[src/rtl/keypad_pkg.sv]
// keypad_pkg: shared types and constants for the keypad digit capture.
// Holds the FSM state enum, the 4x4 key map and one-hot-low helpers.
package keypad_pkg;

    typedef enum logic [1:0] {
        SCAN,
        DEBOUNCE,
        HELD,
        RELEASE
    } state_t;

    // One-hot-low pattern for index 0..3; used both for
    // column drive and for the latched row pattern.
    localparam logic [3:0] ONE_LOW [4] = '{
        4'b1110, 4'b1101, 4'b1011, 4'b0111
    };

    // KEY_MAP[row][col]
    localparam logic [3:0] KEY_MAP [4][4] = '{
        '{4'h1, 4'h2, 4'h3, 4'hA},
        '{4'h4, 4'h5, 4'h6, 4'hB},
        '{4'h7, 4'h8, 4'h9, 4'hC},
        '{4'hE, 4'h0, 4'hF, 4'hD}
    };

    function automatic logic single_low(input logic [3:0] v);
        logic [2:0] n;
        n = '0;
        for (int i = 0; i < 4; i++) begin
            n = n + {2'b00, ~v[i]};
        end
        return n == 3'd1;
    endfunction

    function automatic logic [1:0] low_index(input logic [3:0] v);
        logic [1:0] idx;
        idx = 2'd0;
        for (int i = 0; i < 4; i++) begin
            if (!v[i]) idx = 2'(i);
        end
        return idx;
    endfunction

endpackage

[src/rtl/keypad_digit_capture_if.sv]
// keypad_digit_capture_if: keypad pins plus the captured digit outputs.
// rows in (active-low), cols out, left/right digits, new_key pulse.
interface keypad_digit_capture_if;

    logic [3:0] rows;
    logic [3:0] cols;
    logic [3:0] left;
    logic [3:0] right;
    logic       new_key;

    modport master (
        input  rows,
        output cols,
        output left,
        output right,
        output new_key
    );

    modport slave (
        output rows,
        input  cols,
        input  left,
        input  right,
        input  new_key
    );

endinterface

[src/rtl/keypad_digit_capture_row_synchronizer.sv]
// row_synchronizer: 2-flop synchronizer for the asynchronous row inputs.
// Ports: clk, reset (async, high), rows in, rows_s out; resets to 1111.
module row_synchronizer (
    input  logic       clk,
    input  logic       reset,
    input  logic [3:0] rows,
    output logic [3:0] rows_s
);

    logic [3:0] meta;

    always_ff @(posedge clk or posedge reset) begin
        if (reset) begin
            meta   <= 4'hF;
            rows_s <= 4'hF;
        end else begin
            meta   <= rows;
            rows_s <= meta;
        end
    end

endmodule

[src/rtl/keypad_digit_capture.sv]
// keypad_digit_capture: scans a 4x4 keypad, debounces and shifts digits.
// Ports: clk, reset (async, high), kp (rows in; cols, left, right, new_key out).
module keypad_digit_capture
    import keypad_pkg::*;
#(
    parameter int SCAN_DIV        = 48000,
    parameter int DEBOUNCE_CYCLES = 960000
) (
    input logic                    clk,
    input logic                    reset,
    keypad_digit_capture_if.master kp
);

    localparam int DW = $clog2(SCAN_DIV);
    localparam int BW = $clog2(DEBOUNCE_CYCLES);
    localparam logic [DW-1:0] DWELL_LAST = DW'(SCAN_DIV - 1);
    localparam logic [BW-1:0] DEB_LAST   = BW'(DEBOUNCE_CYCLES - 1);

    state_t        state_q, state_d;
    logic [DW-1:0] dwell_q;
    logic [BW-1:0] deb_q;
    logic [1:0]    col_q, row_q;
    logic [3:0]    rows_s, left_q, right_q;
    logic          new_key_q;

    logic sample, single, match, idle;
    logic fire, rel_done, advance, counting;

    row_synchronizer u_sync (
        .clk    (clk),
        .reset  (reset),
        .rows   (kp.rows),
        .rows_s (rows_s)
    );

    assign single   = single_low(rows_s);
    assign match    = rows_s == ONE_LOW[row_q];
    assign idle     = rows_s == 4'hF;
    assign sample   = state_q == SCAN && dwell_q == DWELL_LAST;
    assign fire     = state_q == DEBOUNCE && match && deb_q == DEB_LAST;
    assign rel_done = state_q == RELEASE && idle && deb_q == DEB_LAST;
    // Column moves on: a failed sample, a broken debounce, or a
    // fully debounced release. It is frozen otherwise.
    assign advance  = (sample && !single)
                    || (state_q == DEBOUNCE && !match)
                    || rel_done;
    assign counting = (state_q == DEBOUNCE && match)
                    || (state_q == RELEASE && idle);

    always_ff @(posedge clk or posedge reset) begin
        if (reset) state_q <= SCAN;
        else       state_q <= state_d;
    end

    always_comb begin
        state_d = state_q;
        unique case (state_q)
            SCAN: begin
                if (sample && single) state_d = DEBOUNCE;
            end
            DEBOUNCE: begin
                if (!match)    state_d = SCAN;
                else if (fire) state_d = HELD;
            end
            HELD: begin
                if (idle) state_d = RELEASE;
            end
            RELEASE: begin
                if (!idle)         state_d = HELD;
                else if (rel_done) state_d = SCAN;
            end
        endcase
    end

    always_comb begin
        kp.cols    = ONE_LOW[col_q];
        kp.left    = left_q;
        kp.right   = right_q;
        kp.new_key = new_key_q;
    end

    // Counters clear on every state change so each state starts
    // its own count from zero; the debounce counter saturates.
    always_ff @(posedge clk or posedge reset) begin
        if (reset) begin
            dwell_q   <= '0;
            deb_q     <= '0;
            col_q     <= '0;
            row_q     <= '0;
            left_q    <= '0;
            right_q   <= '0;
            new_key_q <= 1'b0;
        end else begin
            new_key_q <= fire;
            if (state_d != state_q || sample) begin
                dwell_q <= '0;
            end else if (state_q == SCAN) begin
                dwell_q <= dwell_q + DW'(1);
            end
            if (state_d != state_q) begin
                deb_q <= '0;
            end else if (counting && deb_q != DEB_LAST) begin
                deb_q <= deb_q + BW'(1);
            end
            if (advance) col_q <= col_q + 2'd1;
            if (sample && single) row_q <= low_index(rows_s);
            if (fire) begin
                left_q  <= right_q;
                right_q <= KEY_MAP[row_q][col_q];
            end
        end
    end

endmodule

[src/flat_wrapper.sv]
// flat-port wrapper written by rule: the top's interface ports become plain ports
module keypad_digit_capture_flat import keypad_pkg::*;
#(
    parameter int SCAN_DIV        = 48000,
    parameter int DEBOUNCE_CYCLES = 960000
)
  (clk, reset, kp_rows, kp_cols, kp_left, kp_right, kp_new_key);
  keypad_digit_capture_if kp_i ();
  input logic clk;
  input logic reset;
  input wire logic [$bits(kp_i.rows)-1:0] kp_rows;
  output wire logic [$bits(kp_i.cols)-1:0] kp_cols;
  output wire logic [$bits(kp_i.left)-1:0] kp_left;
  output wire logic [$bits(kp_i.right)-1:0] kp_right;
  output wire logic [$bits(kp_i.new_key)-1:0] kp_new_key;
  assign kp_i.rows = kp_rows;
  assign kp_cols = kp_i.cols;
  assign kp_left = kp_i.left;
  assign kp_right = kp_i.right;
  assign kp_new_key = kp_i.new_key;
  keypad_digit_capture #(.SCAN_DIV(SCAN_DIV), .DEBOUNCE_CYCLES(DEBOUNCE_CYCLES)) u_core (.clk(clk), .reset(reset), .kp(kp_i));
endmodule
[config.mk]
export PLATFORM = sky130hd
export DESIGN_NAME = keypad_digit_capture_flat
export DESIGN_NICKNAME = d
export VERILOG_FILES = /design/src/rtl/keypad_pkg.sv /design/src/rtl/keypad_digit_capture_if.sv /design/src/rtl/keypad_digit_capture_row_synchronizer.sv /design/src/rtl/keypad_digit_capture.sv /design/src/flat_wrapper.sv
export SDC_FILE = /design/constraint.sdc
export NUM_CORES = 1
export LEC_CHECK = 0
export CAP_MARGIN = 10
export CORE_MARGIN = 5
export CORE_UTILIZATION = 55
export DETAILED_ROUTE_END_ITERATION = 6
export HOLD_SLACK_MARGIN = 0.12
export PLACE_DENSITY = 0.75
export SLEW_MARGIN = 20
export SYNTH_ARGS = -nofsm -noshare
export SYNTH_HDL_FRONTEND = slang
export SYNTH_SLANG_ARGS = --single-unit
[constraint.sdc]
create_clock -name clk -period 8.5 [get_ports clk]
set_input_delay 2.55 -clock clk [delete_from_list [all_inputs] [get_ports clk]]
set_output_delay 2.55 -clock clk [all_outputs]
set_load 0.05 [all_outputs]
==> flow_summary_export.csv <==
group,metric,value,unit
critical_path,end_kind,"output port",
sta,fmax,217,MHz
clock_network,post_cts.repair.setup_buffers,0,
logic_synthesis,syn_area,3110,um2
routing,ant_nets,0,
grt,antenna_found_initial,0,
routing,wl_per_cell,14.6,um
critical_path,crit_family,"buffers and inverters",
sta,post-route-period-util,54.2,%
sta,finalSetupTns,0,ns
routing,post-route-drc-count,0,
critical_path,setup.worst_path.start_class,"register",
clock_network,numClockSinks,59,
sta,worst_slew_pin_slew,0.752,ns
critical_path,path_class,"register to output port",
critical_path,reg2reg_from,"u_core.u_sync.rows_s[0]",
power_and_ir_drop,power.density,171,nW/um2
final_layout,fin_cells,418,
routing,dr.first_iter.drc_count,186,
logic_synthesis,ys_seq_area_share,47.8,%
placement,dp_cells,402,
floorplan,fp-row-count,27,
routing,avgViaCountPerCell,5.63,
logic_synthesis,synth_edf_count,0,
final_layout,final_area,3590,um2
floorplan,die_width,85.2,um
logic_synthesis,avgSynthCellArea,9.72,um2
critical_path,critPathSlowestCell,"clkdlybuf4s50_1",
final_layout,fin_nets,357,
clock_network,cts_resized,0,
clock_network,clockBufferDepth,2,
grt,grt_max_degree,60,
floorplan,die_y,85.2,um
grt,grt_overflow,0,
critical_path,critical_path.startpoint,"u_core.col_q[0]",
run_status,status,"finished, final reports clean",
sta,fin_skew,0.00958,ns
clock_network,holdBufCountCts,0,
sta,final-setup-viol-count,0,
floorplan,start_util,56.5,%
clock_network,insertion_delay,0.34,ns
placement,gp_congestion,0.823,
critical_path,cp_data_arrival_time,2.06,ns
placement,port_buffers,18,
sta,grt_setup_unrepaired,"no",
logic_synthesis,synth_nets,336,
sta,timing.final.hold_violations,0,
floorplan,die_area,7260,um2
sta,final_max_slew_viol_count,0,
final_layout,final_layout_size_suffix_gt1_share,13.3,%
power_and_ir_drop,p_leak,0.00158,uW
placement,placed_area,3340,um2
logic_synthesis,synthDistinctLibCells,53,
job,maxCapViolCount,0,
floorplan,io_pins,19,
logic_synthesis,synth_flop_cell,"dfrtp_1",
critical_path,cp_cell_sequence,"inv_1, ha_1, inv_1, clkdlybuf4s50_1",
grt,grt_pass1_wl,10500,um
clock_network,numCtsBuffers,9,
grt,grt_pass1_vias,2331,
placement,dp.final_hpwl,4110,um
logic_synthesis,ys_async_sr_fraction,100,%
logic_synthesis,syn-instance-count,320,
min_path,hp-class,"register to register",
routing,wl,6110,um
clock_network,cts_tree,"built",
routing,drtPass1Iterations,4,
sta,slew_headroom,49.9,%
logic_synthesis,ys_ff_latch,59,
critical_path,path_max_fanout,9,
critical_path,cp.required,5.95,ns
clock_network,cts-root-buf,"clkbuf_8",
clock_network,clkTransAtPathRegs,0.07,ns
floorplan,core_area,5510,um2
logic_synthesis,yosysWarningCount,0,
min_path,worstHoldStart,"u_core.u_sync.meta[2]",
final_layout,area_growth,15.3,%
power_and_ir_drop,max-vdd-ir-drop,0.000106,V
final_layout,n_fill_cell,432,
grt,grt_usage,18.1,%
critical_path,max_stage_delay,0.79,ns
critical_path,r2r_slack,5.17,ns
critical_path,path_buf_inv,3,
sta,period_needed,4.61,ns
final_layout,n_antenna_cell,0,
routing,vias,2352,
clock_network,cts_max_level,3,
critical_path,cpMostUsedCell,"inv_1",
-- through the flow --
| stage | worst slack, ns | utilization (%) | power [uW] | hold WS, ns |
|---|---|---|---|---|
| 6_report | 3.89 | 65.1 | 615 | 0.358 |
| 5_1_grt | 3.78 | 65.1 | 636 | 0.362 |
| 2_1_floorplan | 4.51 | - | 301 | 0.345 |
| 4_1_cts | 3.87 | 65.1 | 620 | 0.359 |
| 3_3_place_gp | 4.30 | 60.7 | 306 | 0.347 |
| 3_5_place_dp | 4.25 | 60.7 | 307 | 0.349 |
-- metal layers --
| layer | GRT usage, % | wire, um | up-vias | part of all wire (%) |
|---|---|---|---|---|
| met5 | 0 | 0 | - | 0 |
| met4 | 9.64 | 152 | 0 | 2.5 |
| met3 | 4.27 | 263 | 13 | 4.3 |
| met2 | 28.2 | 2920 | 52 | 48 |
| met1 | 23.3 | 2770 | 1143 | 45 |
| li1 | - | - | 1144 | - |
-- synth_stat cells, drive strengths merged, types with 8 or more instances --
cell type	n	area, um2
nand3	13	65.1
ha	9	113
dfrtp	51	1280
nand2	32	128
inv	16	60.1
o21ai	14	70.1
xor2	18	158
nor2	41	156
mux2	8	90.1
dfstp	8	210
nand4	9	56.3
xnor2	10	87.6
and3	11	70.1
a21oi	18	101
-- cells in the final DEF, fill, tap and decap left out, drive strengths merged, types with 4 or more instances in the layout --
master,synthesis,layout
inv,16,16
a21oi,18,18
mux2,8,8
dfstp,8,8
and2,4,4
xor2,18,18
nand3,13,13
ha,9,9
nand4,9,9
nor3,7,7
dfrtp,51,51
xnor2,10,10
o21ai,14,14
clkbuf,4,11
nand2,32,32
clkdlybuf4s50,0,18
and3,11,11
nor2,41,41
or3,4,4
-- report_power, final --
part	total (uW)	switching (uW)	internal [uW]
clock	313	111	202
combinational	15.2	9.79	5.38
sequential	286	1.89	284
-- cell type report --
type	instances	area, um2	area share (%)
tap	72	90.1	2.51
sequential	59	1490	41.4
timing repair buffer	19	188	5.23
clock buffer	11	141	3.94
multi-input combinational	236	1520	42.4
inverter	16	60.1	1.67
clock inverter	5	100	2.79
-- cells by family after synthesis --
logic type / after synthesis / share of synthesized area, %
compound gates: 47 / 9.86
xor+xnor: 28 / 7.88
fa+ha+maj: 10 / 4.26
mux: 8 / 2.90
buf+inv: 25 / 3.42
flops: 59 / 47.8
simple gates: 143 / 23.9
-- worst paths after layout --
check                                           to  cells past startpoint
max                                     kp_cols[0]                      4
min                        u_core.u_sync.rows_s[2]                      0
max reg2reg                        u_core.deb_q[5]                      9
min reg2reg                u_core.u_sync.rows_s[2]                      0
max in group asynchronous         u_core.deb_q[16]                      3
min in group asynchronous        u_core.kp.new_key                      3
-- registers in the layout (all words and copies together), names as in the netlist --
| name | flops |
|---|---|
| u_core.kp.new_key | 1 |
| u_core.u_sync.meta | 4 |
| u_core.kp.right | 4 |
| u_core.row_q | 2 |
| u_core.kp.left | 4 |
| u_core.deb_q | 20 |
| u_core.state_q | 2 |
| u_core.col_q | 2 |
| u_core.u_sync.rows_s | 4 |
| u_core.dwell_q | 16 |
No activity file was read; power rests on OpenSTA's default activity.
